--- config.mk ---
export PLATFORM = sky130hd
export DESIGN_NAME = prog_loader
export DESIGN_NICKNAME = d
export VERILOG_FILES = /design/src/rtl/prog_loader.sv
export SDC_FILE = /design/constraint.sdc
export NUM_CORES = 1
export LEC_CHECK = 0
export ABC_AREA = 1
export ABC_CLOCK_PERIOD_IN_PS = 1800
export CAP_MARGIN = 20
export CORE_ASPECT_RATIO = 0.7
export CORE_MARGIN = 2
export CORE_UTILIZATION = 44
export DETAILED_ROUTE_END_ITERATION = 7
export GPL_TIMING_DRIVEN = 1
export PLACE_DENSITY = 0.8
export SYNTH_ARGS = -nofsm -noshare
export SYNTH_HDL_FRONTEND = slang
export SYNTH_SLANG_ARGS = --single-unit
export TNS_END_PERCENT = 30
--- constraint.sdc ---
create_clock -name clk -period 1.8 [get_ports clk]
set_input_delay 0.36 -clock clk [delete_from_list [all_inputs] [get_ports clk]]
set_output_delay 0.36 -clock clk [all_outputs]
set_load 0.02 [all_outputs]
--- src/rtl/prog_loader.sv ---
// Streams bytes into CPU memory port A starting at BASE_ADDR, one write per accepted byte.
// Latency: 1 cycle handshake-to-write; s_ready only in RECV. Optional read-back verify: PROG_LOADER_VERIFY_EN.
module prog_loader #(
    parameter logic [11:0] BASE_ADDR = 12'h200,
    parameter int          MAX_LEN   = 3584
) (
    input  logic        clk,
    input  logic        rst_n,
    input  logic        start,
    input  logic        s_valid,
    input  logic [7:0]  s_data,
    input  logic        s_last,
    output logic        s_ready,
    output logic        mem_en,
    output logic        mem_write,
    output logic [11:0] mem_addr,
    output logic [7:0]  mem_in,
    input  logic [7:0]  mem_out,
    output logic        busy,
    output logic        done,
    output logic        error,
    output logic [11:0] byte_count
);

`ifdef PROG_LOADER_VERIFY_EN
    typedef enum logic [2:0] {IDLE, RECV, WRITE, VRD, VCMP, DONE} state_t;
`else
    typedef enum logic [2:0] {IDLE, RECV, WRITE, DONE} state_t;
    logic unused_mem_out;
    assign unused_mem_out = ^mem_out;
`endif

    state_t      state_q, state_d;
    logic [7:0]  data_q, data_d;
    logic        last_q, last_d;
    logic [11:0] count_q, count_d;
    logic        error_q, error_d;
    logic        advance;
    logic [11:0] wr_addr;
    logic        at_max;

    assign wr_addr = BASE_ADDR + count_q;
    // 13-bit compare so a MAX_LEN of 4096 cannot alias to zero
    assign at_max  = (({1'b0, count_q} + 13'd1) == 13'(MAX_LEN));

    always_ff @(posedge clk or negedge rst_n) begin
        if (!rst_n) begin
            state_q <= IDLE;
            data_q  <= 8'h00;
            last_q  <= 1'b0;
            count_q <= 12'h000;
            error_q <= 1'b0;
        end else begin
            state_q <= state_d;
            data_q  <= data_d;
            last_q  <= last_d;
            count_q <= count_d;
            error_q <= error_d;
        end
    end

    always_comb begin
        state_d   = state_q;
        data_d    = data_q;
        last_d    = last_q;
        count_d   = count_q;
        error_d   = error_q;
        advance   = 1'b0;
        s_ready   = 1'b0;
        mem_en    = 1'b0;
        mem_write = 1'b0;
        mem_addr  = 12'h000;
        mem_in    = 8'h00;

        case (state_q)
            IDLE, DONE: begin
                if (start) begin
                    state_d = RECV;
                    count_d = 12'h000;
                    error_d = 1'b0;
                end
            end
            RECV: begin
                s_ready = 1'b1;
                if (s_valid) begin
                    data_d  = s_data;
                    last_d  = s_last;
                    state_d = WRITE;
                end
            end
            WRITE: begin
                mem_en    = 1'b1;
                mem_write = 1'b1;
                mem_addr  = wr_addr;
                mem_in    = data_q;
`ifdef PROG_LOADER_VERIFY_EN
                state_d   = VRD;
`else
                advance   = 1'b1;
`endif
            end
`ifdef PROG_LOADER_VERIFY_EN
            VRD: begin
                mem_en   = 1'b1;
                mem_addr = wr_addr;
                state_d  = VCMP;
            end
            VCMP: begin
                // A failed read-back leaves byte_count at the bytes already verified
                if (mem_out != data_q) begin
                    error_d = 1'b1;
                    state_d = DONE;
                end else begin
                    advance = 1'b1;
                end
            end
`endif
            default: state_d = IDLE;
        endcase

        if (advance) begin
            count_d = count_q + 12'd1;
            if (last_q) begin
                state_d = DONE;
            end else if (at_max) begin
                state_d = DONE;
                error_d = 1'b1;
            end else begin
                state_d = RECV;
            end
        end
    end

    assign busy       = (state_q != IDLE) && (state_q != DONE);
    assign done       = (state_q == DONE);
    assign error      = error_q;
    assign byte_count = count_q;

endmodule

==> metrics.md, run 1 <==
| Metric | Value |
|---|---|
| Total length of routed met2 wires | `between 1500 and 2000 um` |
| Area of the placeable core | `roughly 3300 um2` |
| Category of cells accounting for the largest share of critical-path delay | `buffers and inverters` |
| Slowest Stage Delay on Critical Path | `between 0.6 and 0.7 ns` |
| Worst endpoint required time | `about 1.4 ns` |
| Initial antenna violation count | `0` |
| Outcome | `finished, final reports clean` |
| Highest clock frequency the design can meet | `around 570 MHz` |
| Final RePlAce weighted congestion | `0.824` |
| Pwr per Cell Area | `roughly 1100 nW/um2` |
| CTS Buffer Depth | `2` |
| Largest clock skew in the final design | `~0.011 ns` |
| Biggest fanout along the worst timing path | `6` |
| Kind of start point of the critical path | `flip-flop` |
| Data arrival time at the worst-slack endpoint | `between 1 and 1.5 ns` |
| CTS Hold Buffers Added | `0` |
| Final Hold Vio Count | `0` |
| Unique cell type count in the Yosys netlist | `19` |
| Post-detailed-routing wire length | `between 3000 and 4000 um` |
| Initial detailed-routing violation count | `just over 70` |
| Minimum clock period after layout | `about 1.8 ns` |
| Sum of met3 wire segment lengths after detailed routing | `around 220 um` |
| Fraction of the cycle the final worst path needs | `98.0%` |
| Crit Path Category | `reg -> out` |
| H-tree depth | `1` |
| I/O pins | `59` |
| Max-cap check violation count | `0` |
| Syn Std Cell Area | `around 1500 um2` |
| Static leakage power | `1.23 nW` |
| DR top layer | `met4` |
| HPWL after detailed placement | `~2900 um` |
| Synthesized net count | `about 240` |
| Clock net sink count | `24` |
| Antenna cells | `0` |
| Clk Tree Root Cell | `sky130_fd_sc_hd__clkbuf_8` |
| Number of buffers inserted to repair setup after CTS | `0` |
| Post-route DRC | `0` |
| Post-synthesis sequential area ratio | `between 30 and 40%` |
| Initial core utilization | `about 47%` |
| Number of instances resized during post-cts repair | `67` |
| Post-Syn Area per Cell | `between 7 and 8 um2` |
| Total via count in the routed design | `about 1500` |
| Total congestion overflow after global routing | `0` |
| Die H | `roughly 54 um` |
| Critical path's slowest cell | `sky130_fd_sc_hd__clkdlybuf4s50_1` |
| Antenna viol nets, final | `0` |
| GR Util All Layers | `a little over a fifth` |
| Crit-path cells | `clkdlybuf4s50_1` |
| Total Nets Final | `305` |
| Max VDD drop | `1020 uV` |
| Die area | `about 4000 um2` |
| Row count | `17` |
| Final Slew Violations | `0` |
| Design Power | `around 2.5 mW` |
| Via count normalized by instance count | `4.76` |
| Number of detailed-routing iterations run before antenna repair | `4` |
| Clock network latency to the later pin of the worst-skew pair | `0.27 ns` |
| Global-route wire length before repair | `6290 um` |
| CTS Buf Count | `3` |
| Vias in the first global route | `~1400` |
| R2r setup slk | `between 0.15 and 0.2 ns` |
| Worst min-delay path category | `in -> async` |
| Pin count of the biggest net entering global routing | `25` |
| Headroom to the max-slew limit | `around four fifths` |
| Cells after synthesis | `roughly 210` |
| Aggregate negative setup slack | `0 ns` |
| Routed length per instance | `between 10 and 15 um` |
| Horizontal die dimension | `74.8 um` |
| Warnings, synthesis | `0` |
| Number of buffers and inverters on the critical path | `1` |
| Clock tree from TritonCTS | `yes` |
| Number of storage elements in the synthesis netlist | `24` |
| Count of buffers inserted at the top-level ports | `50` |
| Layout cells sized above 1 | `approximately 24%` |
| Clock-pin transition on the worst setup and hold timing paths | `about 0.090 ns` |
| Worst Max-Slew Pin Slew | `0.313 ns` |
| Setup crit end kind | `output port` |
| Met1 WL | `1850 um` |
| Number of failing setup endpoints in the final timing report | `0` |
| Area growth, synth to finish | `43.1%` |
worst register-to-register path: stages (launching register included):
cell                      delay, ns
sky130_fd_sc_hd__dfrtp_2       0.46
sky130_fd_sc_hd__ha_1          0.25
sky130_fd_sc_hd__nand2_2       0.10
sky130_fd_sc_hd__nor2_2        0.16
sky130_fd_sc_hd__nand3_1       0.10
sky130_fd_sc_hd__nand2_2       0.10
sky130_fd_sc_hd__nand2_2       0.06
sky130_fd_sc_hd__nor2_2        0.13
sky130_fd_sc_hd__nand2_1       0.07
sky130_fd_sc_hd__nand2_1       0.06
sky130_fd_sc_hd__nand2_1       0.05
sky130_fd_sc_hd__nand2_1       0.05
state kept, by name, summed over array words and instances, names as in the netlist:
| register | cells |
|---|---|
| last_q | 1 |
| error | 1 |
| byte_count | 12 |
| state_q | 2 |
| data_q | 8 |
Yosys cell counts:
master                     number  area (um2)
sky130_fd_sc_hd__nand3_1        8        40.0
sky130_fd_sc_hd__nor2_1        14        52.6
sky130_fd_sc_hd__o21ai_1        3        15.0
sky130_fd_sc_hd__xor2_1         1        8.76
sky130_fd_sc_hd__buf_1          1        3.75
sky130_fd_sc_hd__nand4_1        4        25.0
sky130_fd_sc_hd__dfrtp_1       24         601
sky130_fd_sc_hd__a21oi_1        2        10.0
sky130_fd_sc_hd__inv_1         40         150
sky130_fd_sc_hd__nand2_2        8        50.1
sky130_fd_sc_hd__ha_1           7        87.6
sky130_fd_sc_hd__inv_2          1        3.75
sky130_fd_sc_hd__nor2_2         5        31.3
sky130_fd_sc_hd__mux2_2         9         101
sky130_fd_sc_hd__buf_4          1        7.51
sky130_fd_sc_hd__nor2_4         2        22.5
sky130_fd_sc_hd__o21ai_0       17        85.1
sky130_fd_sc_hd__nand2_1       63         236
sky130_fd_sc_hd__clkbuf_1       3        11.3
layer usage:
| metal | vias to the layer above | track usage, % |
|---|---|---|
| met5 | - | 0 |
| met4 | 0 | 5.36 |
| met3 | 2 | 5.43 |
| met2 | 44 | 33.8 |
| met1 | 710 | 29.3 |
| li1 | 782 | - |
stage by stage:
stage | hold WS (ns) | cells | utilization, % | instance area, um2 | worst slack [ns]
floorplan | 0.0644 | 213 | - | 1550 | 0.0218
global placement | 0.487 | 319 | 67.6 | 2200 | -0.101
detailed placement | 0.489 | 319 | 67.6 | 2200 | -0.135
CTS | 0.456 | 323 | 70.9 | 2310 | -0.00306
global route | 0.470 | 323 | 67.9 | 2210 | -0.00548
finish | 0.443 | 323 | 67.9 | 2210 | 0.0361
power breakdown:
| group | internal [mW] | switching (mW) |
|---|---|---|
| sequential | 0.691 | 0.112 |
| clock | 0.297 | 0.177 |
| combinational | 0.529 | 0.656 |
layout by cell type, fill, tap and decap left out, types with 3 or more instances in the layout:
master,Yosys,layout
sky130_fd_sc_hd__nor2_1,14,14
sky130_fd_sc_hd__buf_4,1,11
sky130_fd_sc_hd__nor2_2,5,5
sky130_fd_sc_hd__clkdlybuf4s15_1,0,4
sky130_fd_sc_hd__nand2_1,63,63
sky130_fd_sc_hd__buf_2,0,19
sky130_fd_sc_hd__o21ai_0,17,17
sky130_fd_sc_hd__ha_1,7,6
sky130_fd_sc_hd__clkdlybuf4s50_1,0,21
sky130_fd_sc_hd__dlymetal6s2s_1,0,4
sky130_fd_sc_hd__nand4_1,4,4
sky130_fd_sc_hd__nand2_2,8,8
sky130_fd_sc_hd__nand3_1,8,8
sky130_fd_sc_hd__dfrtp_1,24,21
sky130_fd_sc_hd__o21ai_1,3,3
sky130_fd_sc_hd__clkbuf_8,0,3
sky130_fd_sc_hd__inv_1,40,40
sky130_fd_sc_hd__mux2_2,9,9
sky130_fd_sc_hd__dfrtp_2,0,3
logic make-up (layout without fill, tap and decap cells):
family / Yosys count / after routing / synth area share [%]
AND/OR/NAND/NOR: 104 / 104 / 29.7
buffers and inverters: 46 / 109 / 11.4
flip-flops: 24 / 24 / 38.9
AO/OA/AOI/OAI: 22 / 22 / 7.14
multiplexers: 9 / 9 / 6.57
adder cells (fa/ha/maj): 7 / 7 / 5.68
XOR/XNOR: 1 / 1 / 0.568
path summary, 6_finish.rpt:
kind / startpoint / endpoint / cells after the start
min in group clk: data_q[6]$_DFFE_PN0P_ / data_q[6]$_DFFE_PN0P_ / 1
min: rst_n / byte_count[3]$_DFFE_PN0P_ / 2
min reg2reg: data_q[6]$_DFFE_PN0P_ / data_q[6]$_DFFE_PN0P_ / 1
max reg2reg: byte_count[1]$_DFFE_PN0P_ / state_q[1]$_DFFE_PN0P_ / 11
max: byte_count[8]$_DFFE_PN0P_ / byte_count[8] / 1
max in group asynchronous: rst_n / byte_count[2]$_DFFE_PN0P_ / 2
layout make-up:
| type | instances | area, um2 |
|---|---|---|
| clock buffer | 3 | 41.3 |
| clock inverter | 1 | 30.0 |
| fill | 291 | 1050 |
| inverter | 41 | 154 |
| multi-input combinational | 143 | 782 |
| sequential | 24 | 604 |
| tap | 47 | 58.8 |
| timing repair buffer | 64 | 538 |
Note: power is estimated with default switching activity, not from simulation.
==> inputs of run 2 (changes only) <==
--- a/config.mk
+++ b/config.mk
@@ -13,6 +13,7 @@
 export CORE_UTILIZATION = 44
 export DETAILED_ROUTE_END_ITERATION = 7
 export GPL_TIMING_DRIVEN = 1
+export MAX_ROUTING_LAYER = met4
 export PLACE_DENSITY = 0.8
 export SYNTH_ARGS = -nofsm -noshare
 export SYNTH_HDL_FRONTEND = slang
==> run 2 against run 1 <==
Compared with the run above: first-iteration DRC count decreased by 2.8%; global-route usage increased by 0.55 points; via count decreased by 0.20%; combinational power about the same; sequential power about the same; routed wire length decreased by 1.1%; clock skew about the same; non-clock buffer count unchanged; hold slack about the same; utilization increased by 0.077 points; power about the same; largest power group unchanged.
==> metrics.md, run 2 (synthesized netlist as in run 1, its figures left out) <==
| Metric | Value |
|---|---|
| Kind of start point of the critical path | `flip-flop` |
| Pin count of the biggest net entering global routing | `25` |
| Die H | `about 54 um` |
| Category of cells accounting for the largest share of critical-path delay | `buffers and inverters` |
| Number of placed instances with taps included | `319` |
| Design Power | `about 2.5 mW` |
| Critical path's slowest cell | `sky130_fd_sc_hd__clkdlybuf4s50_1` |
| Antenna viol nets, final | `0` |
| Antenna cells | `0` |
| Final RePlAce weighted congestion | `approximately 0.84` |
| Biggest fanout along the worst timing path | `6` |
| Filler Cells Inserted | `between 200 and 300` |
| Final Slew Violations | `0` |
| Post-detailed-routing wire length | `just under 4000 um` |
| Initial antenna violation count | `0` |
| Switching share of total power | `a little under two fifths` |
| H-tree depth | `1` |
| Crit Path Category | `reg -> out` |
| Total congestion overflow after global routing | `0` |
| Most common cell after layout, fill and taps aside | `sky130_fd_sc_hd__nand2_1` |
| Die area | `between 4000 and 5000 um2` |
| Via count normalized by instance count | `4.75` |
| Switching power total | `~0.94 mW` |
| Worst setup timing slack at the placement stage | `-0.135 ns` |
| Worst hold slack | `~0.44 ns` |
| Number of failing setup endpoints in the final timing report | `0` |
| Worst r2r path cells | `11` |
| Total via count in the routed design | `1535` |
| CTS Buf Count | `3` |
| Clock network fraction of total power | `approximately a fifth` |
| Slowest Stage Delay on Critical Path | `approximately 0.65 ns` |
| Row count | `17` |
| Worst Max-Slew Pin Slew | `roughly 0.31 ns` |
| Static leakage power | `roughly 1.2 nW` |
| Minimum clock period after layout | `1.76 ns` |
| Number of detailed-routing iterations run before antenna repair | `4` |
| CTS Hold Buffers Added | `0` |
| Multi-input gate area in the final layout | `between 700 and 800 um2` |
| Worst endpoint required time | `1.44 ns` |
| Max-cap check violation count | `0` |
| Area growth, synth to finish | `43.3%` |
| Pwr per Cell Area | `about 1100 nW/um2` |
| Flop pwr share | `between 30% and 40%` |
| Final Hold Vio Count | `0` |
| Initial core utilization | `between 40 and 50%` |
| R2r setup slk | `approximately 0.16 ns` |
| Largest clock skew in the final design | `between 0.01 and 0.015 ns` |
| Clock-pin transition on the worst setup and hold timing paths | `0.09 ns` |
| Routed length per instance | `about 12 um` |
| Combinational power share | `48.1%` |
| HPWL after detailed placement | `roughly 2900 um` |
| Fraction of the cycle the final worst path needs | `97.7%` |
| Clock network latency to the later pin of the worst-skew pair | `around 0.27 ns` |
| Sequential cell area in the final layout | `around 600 um2` |
| Headroom to the max-slew limit | `around four fifths` |
| Max reg flops | `12` |
| Worst min-delay path category | `in -> async` |
| Crit-path cells | `clkdlybuf4s50_1` |
| Layout cells sized above 1 | `approximately 24%` |
| Clock net sink count | `24` |
| Total Nets Final | `a little over 300` |
| Data arrival time at the worst-slack endpoint | `around 1.4 ns` |
| Highest clock frequency the design can meet | `about 570 MHz` |
| Internal power of the cells | `~1.5 mW` |
| I/O pins | `just under 60` |
| Vias in the first global route | `about 1400` |
| Area of the placeable core | `between 3000 and 4000 um2` |
| Horizontal die dimension | `74.8 um` |
| Beginning of the worst register-to-register path | `byte_count[1]$_DFFE_PN0P_` |
| Number of buffers inserted to repair setup after CTS | `0` |
| Outcome | `finished, final reports clean` |
| Setup WS post-layout | `0.0417 ns` |
| Number of buffers and inverters on the critical path | `1` |
| GR Util All Layers | `approximately 22%` |
| Count of placed standard cells in the final layout, fillers left out | `around 320` |
| Clk Tree Root Cell | `sky130_fd_sc_hd__clkbuf_8` |
| Capture point of the worst reg-to-reg path | `state_q[1]$_DFFE_PN0P_` |
| CP Launch Point | `byte_count[8]$_DFFE_PN0P_` |
| Count of buffers inserted at the top-level ports | `50` |
| Initial detailed-routing violation count | `69` |
| Setup crit end kind | `output port` |
| CTS Buffer Depth | `2` |
| Commonest non-fill, non-tap cells in the layout | `sky130_fd_sc_hd__nand2_1 (63), sky130_fd_sc_hd__inv_1 (40), sky130_fd_sc_hd__dfrtp_1 (21), sky130_fd_sc_hd__clkdlybuf4s50_1 (20), sky130_fd_sc_hd__buf_2 (19)` |
| Max VDD drop | `roughly 1000 uV` |
| Clock tree from TritonCTS | `yes` |
| Post-route DRC | `0` |
| Global-route wire length before repair | `~6300 um` |
[run 2: cell types whose count changed in the layout (fill, tap and decap cells not counted), sizes merged]
cell / delta
dlymetal6s2s: +1
clkdlybuf4s50: -1
[run 2: routing by layer]
| metal | routed length, um | part of all wire, % | GRT usage, % |
|---|---|---|---|
| met1 | 1840 | 47 | 28.9 |
| met2 | 1830 | 47 | 33.9 |
| met3 | 208 | 5.3 | 5.43 |
| met4 | 36 | 0.92 | 5.36 |
| met5 | 0 | 0 | - |
[run 2: power groups by stage]
stage	sequential [mW]	combinational, mW	clock [mW]
2_1_floorplan	0.813	0.658	0
3_3_place_gp	0.793	1.21	0
3_5_place_dp	0.806	1.23	0
4_1_cts	0.800	1.22	0.479
5_1_grt	0.827	1.29	0.504
6_report	0.803	1.18	0.474
[run 2: worst reg2reg max path: cells and delay by family (launching register included)]
family	cells	cell delay, ns
simple gates	10	0.89
flops	1	0.45
fa+ha+maj	1	0.25
[run 2: area by class of cell]
class,instances,share of cell area (%)
Multi-Input combinational cell,143,35.4
Sequential cell,24,27.3
Timing Repair Buffer,64,24.4
Inverter,41,6.96
Tap cell,47,2.66
Clock buffer,3,1.87
Clock inverter,1,1.36
[run 2: per-stage QoR]
stage	area (um2)	util [%]	TNS, ns
floorplan	1550	-	0
global placement	2200	67.6	-1.70
detailed placement	2200	67.6	-2.19
CTS	2310	70.9	-0.00306
global route	2210	67.9	-0.0166
finish	2210	67.9	0
[run 2: worst max path at each step]
stage / slack [ns] / depth (start not counted) / end
2_1_floorplan: 0.02 / 6 / mem_addr[2]
3_3_place_gp: -0.10 / 6 / mem_addr[4]
3_5_place_dp: -0.14 / 6 / mem_addr[7]
4_1_cts: -0.003 / 6 / mem_addr[7]
5_1_grt: -0.02 / 11 / state_q[1]$_DFFE_PN0P_
6_report: 0.04 / 1 / byte_count[8]
[run 2: repair_timing]
item	4_1_cts	5_1_grt
endpoints found under the setup margin	25	33
resized for setup	67	31
gates cloned	0	0
==> inputs of run 3 (changes only) <==
--- a/config.mk
+++ b/config.mk
@@ -8,13 +8,15 @@
 export ABC_AREA = 1
 export ABC_CLOCK_PERIOD_IN_PS = 1800
 export CAP_MARGIN = 20
+export CELL_PAD_IN_SITES_DETAIL_PLACEMENT = 1
+export CELL_PAD_IN_SITES_GLOBAL_PLACEMENT = 2
 export CORE_ASPECT_RATIO = 0.7
 export CORE_MARGIN = 2
-export CORE_UTILIZATION = 44
+export CORE_UTILIZATION = 23
 export DETAILED_ROUTE_END_ITERATION = 7
 export GPL_TIMING_DRIVEN = 1
 export MAX_ROUTING_LAYER = met4
-export PLACE_DENSITY = 0.8
+export PLACE_DENSITY_LB_ADDON = 0.1
 export SYNTH_ARGS = -nofsm -noshare
 export SYNTH_HDL_FRONTEND = slang
 export SYNTH_SLANG_ARGS = --single-unit
==> run 3 against run 2 <==
Compared with the run above: sequential power shrank 3.1%; cell area grew 3.4%; flip-flop and latch count is the same; first-iteration DRC count shrank 17%; largest power group unchanged.
==> metrics.md, run 3 (synthesized netlist as in run 1, its figures left out) <==
| Metric | Value |
|---|---|
| Outcome | `finished, final reports clean` |
| Slowest Stage Delay on Critical Path | `roughly 0.40 ns` |
| Count of buffers inserted at the top-level ports | `50` |
| Aggregate negative setup slack | `0 ns` |
| Critical path's slowest cell | `sky130_fd_sc_hd__dfrtp_1` |
| Pin count of the biggest net entering global routing | `25` |
| Via count normalized by instance count | `~4` |
| Initial antenna violation count | `0` |
| I/O pins | `between 50 and 60` |
| Category of cells accounting for the largest share of critical-path delay | `buffers and inverters` |
| Setup repair after global routing missed its margin | `false` |
| Horizontal die dimension | `102 um` |
| CTS Buffer Depth | `2` |
| Max-cap check violation count | `0` |
| Antenna viol nets, final | `0` |
| Die H | `roughly 73 um` |
| Static leakage power | `~1.3 nW` |
| Layout cells sized above 1 | `a little over a quarter` |
| Largest clock skew in the final design | `approximately 0.00098 ns` |
| Data arrival time at the worst-slack endpoint | `1.37 ns` |
| Number of placed instances with taps included | `between 300 and 400` |
| Clk Tree Root Cell | `sky130_fd_sc_hd__clkbuf_8` |
| Worst r2r path cells | `7` |
| Worst min-delay path category | `in -> async` |
| Crit-path cells | `inv_2, ha_4, inv_1, dlygate4sd2_1` |
| Count of placed standard cells in the final layout, fillers left out | `370` |
| Number of buffers and inverters on the critical path | `3` |
| Setup crit end kind | `output port` |
| Total congestion overflow after global routing | `0` |
| Post-detailed-routing wire length | `between 4000 and 5000 um` |
| Kind of start point of the critical path | `flip-flop` |
| CTS Buf Count | `3` |
| CP Launch Point | `state_q[0]$_DFFE_PN0P_` |
| Area of the placeable core | `about 6400 um2` |
| R2r setup slk | `0.21 ns` |
| Crit Path Category | `reg -> out` |
| Biggest fanout along the worst timing path | `3` |
| Max VDD drop | `around 460 uV` |
| Row count | `24` |
| Final RePlAce weighted congestion | `0.803` |
| Headroom to the max-slew limit | `approximately 77%` |
| CTS Hold Buffers Added | `0` |
| Initial core utilization | `approximately 24%` |
| Total via count in the routed design | `approximately 1500` |
| Highest clock frequency the design can meet | `slightly below 600 MHz` |
| Routed length per instance | `around 12 um` |
| Worst endpoint required time | `around 1.4 ns` |
| Max reg flops | `12` |
| Capture point of the worst reg-to-reg path | `data_q[1]$_DFFE_PN0P_` |
| Vias in the first global route | `between 1000 and 1500` |
| Final Slew Violations | `0` |
| Antenna cells | `0` |
| Multi-input gate area in the final layout | `just under 800 um2` |
| Beginning of the worst register-to-register path | `state_q[1]$_DFFE_PN0P_` |
| Clock network latency to the later pin of the worst-skew pair | `~0.27 ns` |
| Sequential cell area in the final layout | `602 um2` |
| Minimum clock period after layout | `about 1.7 ns` |
| Global-route wire length before repair | `approximately 7600 um` |
| Die area | `around 7400 um2` |
| Clock tree from TritonCTS | `yes` |
| H-tree depth | `1` |
| Number of failing setup endpoints in the final timing report | `0` |
| Worst Max-Slew Pin Slew | `roughly 0.34 ns` |
| Total Nets Final | `between 300 and 400` |
| Commonest non-fill, non-tap cells in the layout | `sky130_fd_sc_hd__nand2_1 (63), sky130_fd_sc_hd__inv_1 (39), sky130_fd_sc_hd__dfrtp_1 (23), sky130_fd_sc_hd__buf_2 (19)` |
| Fraction of the cycle the final worst path needs | `96.2%` |
| GR Util All Layers | `a little over an eighth` |
| HPWL after detailed placement | `3420 um` |
| Filler Cells Inserted | `800` |
| Initial detailed-routing violation count | `57` |
| Post-route DRC | `0` |
| Final Hold Vio Count | `0` |
| Clock net sink count | `24` |
| Clock-pin transition on the worst setup and hold timing paths | `roughly 0.090 ns` |
| Area growth, synth to finish | `48.2%` |
| Pwr per Cell Area | `~1100 nW/um2` |
| Most common cell after layout, fill and taps aside | `sky130_fd_sc_hd__nand2_1` |
| Number of detailed-routing iterations run before antenna repair | `4` |
-- run 3: worst reg2reg max path, cell delays in order (launching register included) --
cell and delay (ns):
sky130_fd_sc_hd__dfrtp_1 0.40, sky130_fd_sc_hd__buf_4 0.14, sky130_fd_sc_hd__inv_1 0.05, sky130_fd_sc_hd__ha_1 0.19
sky130_fd_sc_hd__buf_4 0.15, sky130_fd_sc_hd__nand2_1 0.10, sky130_fd_sc_hd__buf_12 0.14, sky130_fd_sc_hd__mux2_2 0.34
-- run 3: worst max path at each step --
stage                                to  slack (ns)  cells past startpoint
final                              busy        0.07                      4
after global routing               busy       0.003                      4
after global placement        mem_in[0]       -0.17                      6
after detailed placement    mem_addr[7]       -0.18                      6
after CTS                 byte_count[0]       0.005                      2
after floorplan             mem_addr[2]        0.02                      6
-- run 3: metrics by stage --
stage                     worst slack (ns)  instance area [um2]  hold WS [ns]  utilization, %  power (mW)
final                               0.0683                 2290         0.451            35.9        2.53
after global routing               0.00343                 2290         0.473            35.9        2.74
after CTS                          0.00536                 2260         0.463            35.5        2.57
after detailed placement            -0.180                 2270         0.494            35.7        2.11
after global placement              -0.174                 2270         0.487            35.7        2.10
after floorplan                     0.0218                 1550        0.0644               -        1.47
-- run 3: where the power goes --
| group | internal [mW] | switching (mW) | total (mW) |
|---|---|---|---|
| sequential | 0.687 | 0.0903 | 0.778 |
| clock | 0.298 | 0.195 | 0.493 |
| combinational | 0.554 | 0.705 | 1.26 |
-- run 3: repair_timing --
action,in CTS,in global routing
resized for setup,92,14
buffers inserted,0,1
endpoints found under the setup margin,26,19
-- run 3: per-layer routing --
layer | share of wire, % | GRT usage (%) | up-vias
met5 | 0 | - | -
met4 | 0.59 | 2.22 | 0
met3 | 4.3 | 2.89 | 2
met2 | 41 | 19.0 | 29
met1 | 54 | 20.7 | 698
li1 | - | - | 781
-- run 3: layout make-up --
type                    instances  area share, %
well taps                      91           4.98
clock buffers                   3           1.81
flip-flops and latches         24           26.3
inverters                      41           6.73
clock inverters                 1           1.31
multi-input cells             143           34.3
repair buffers                 67           24.5
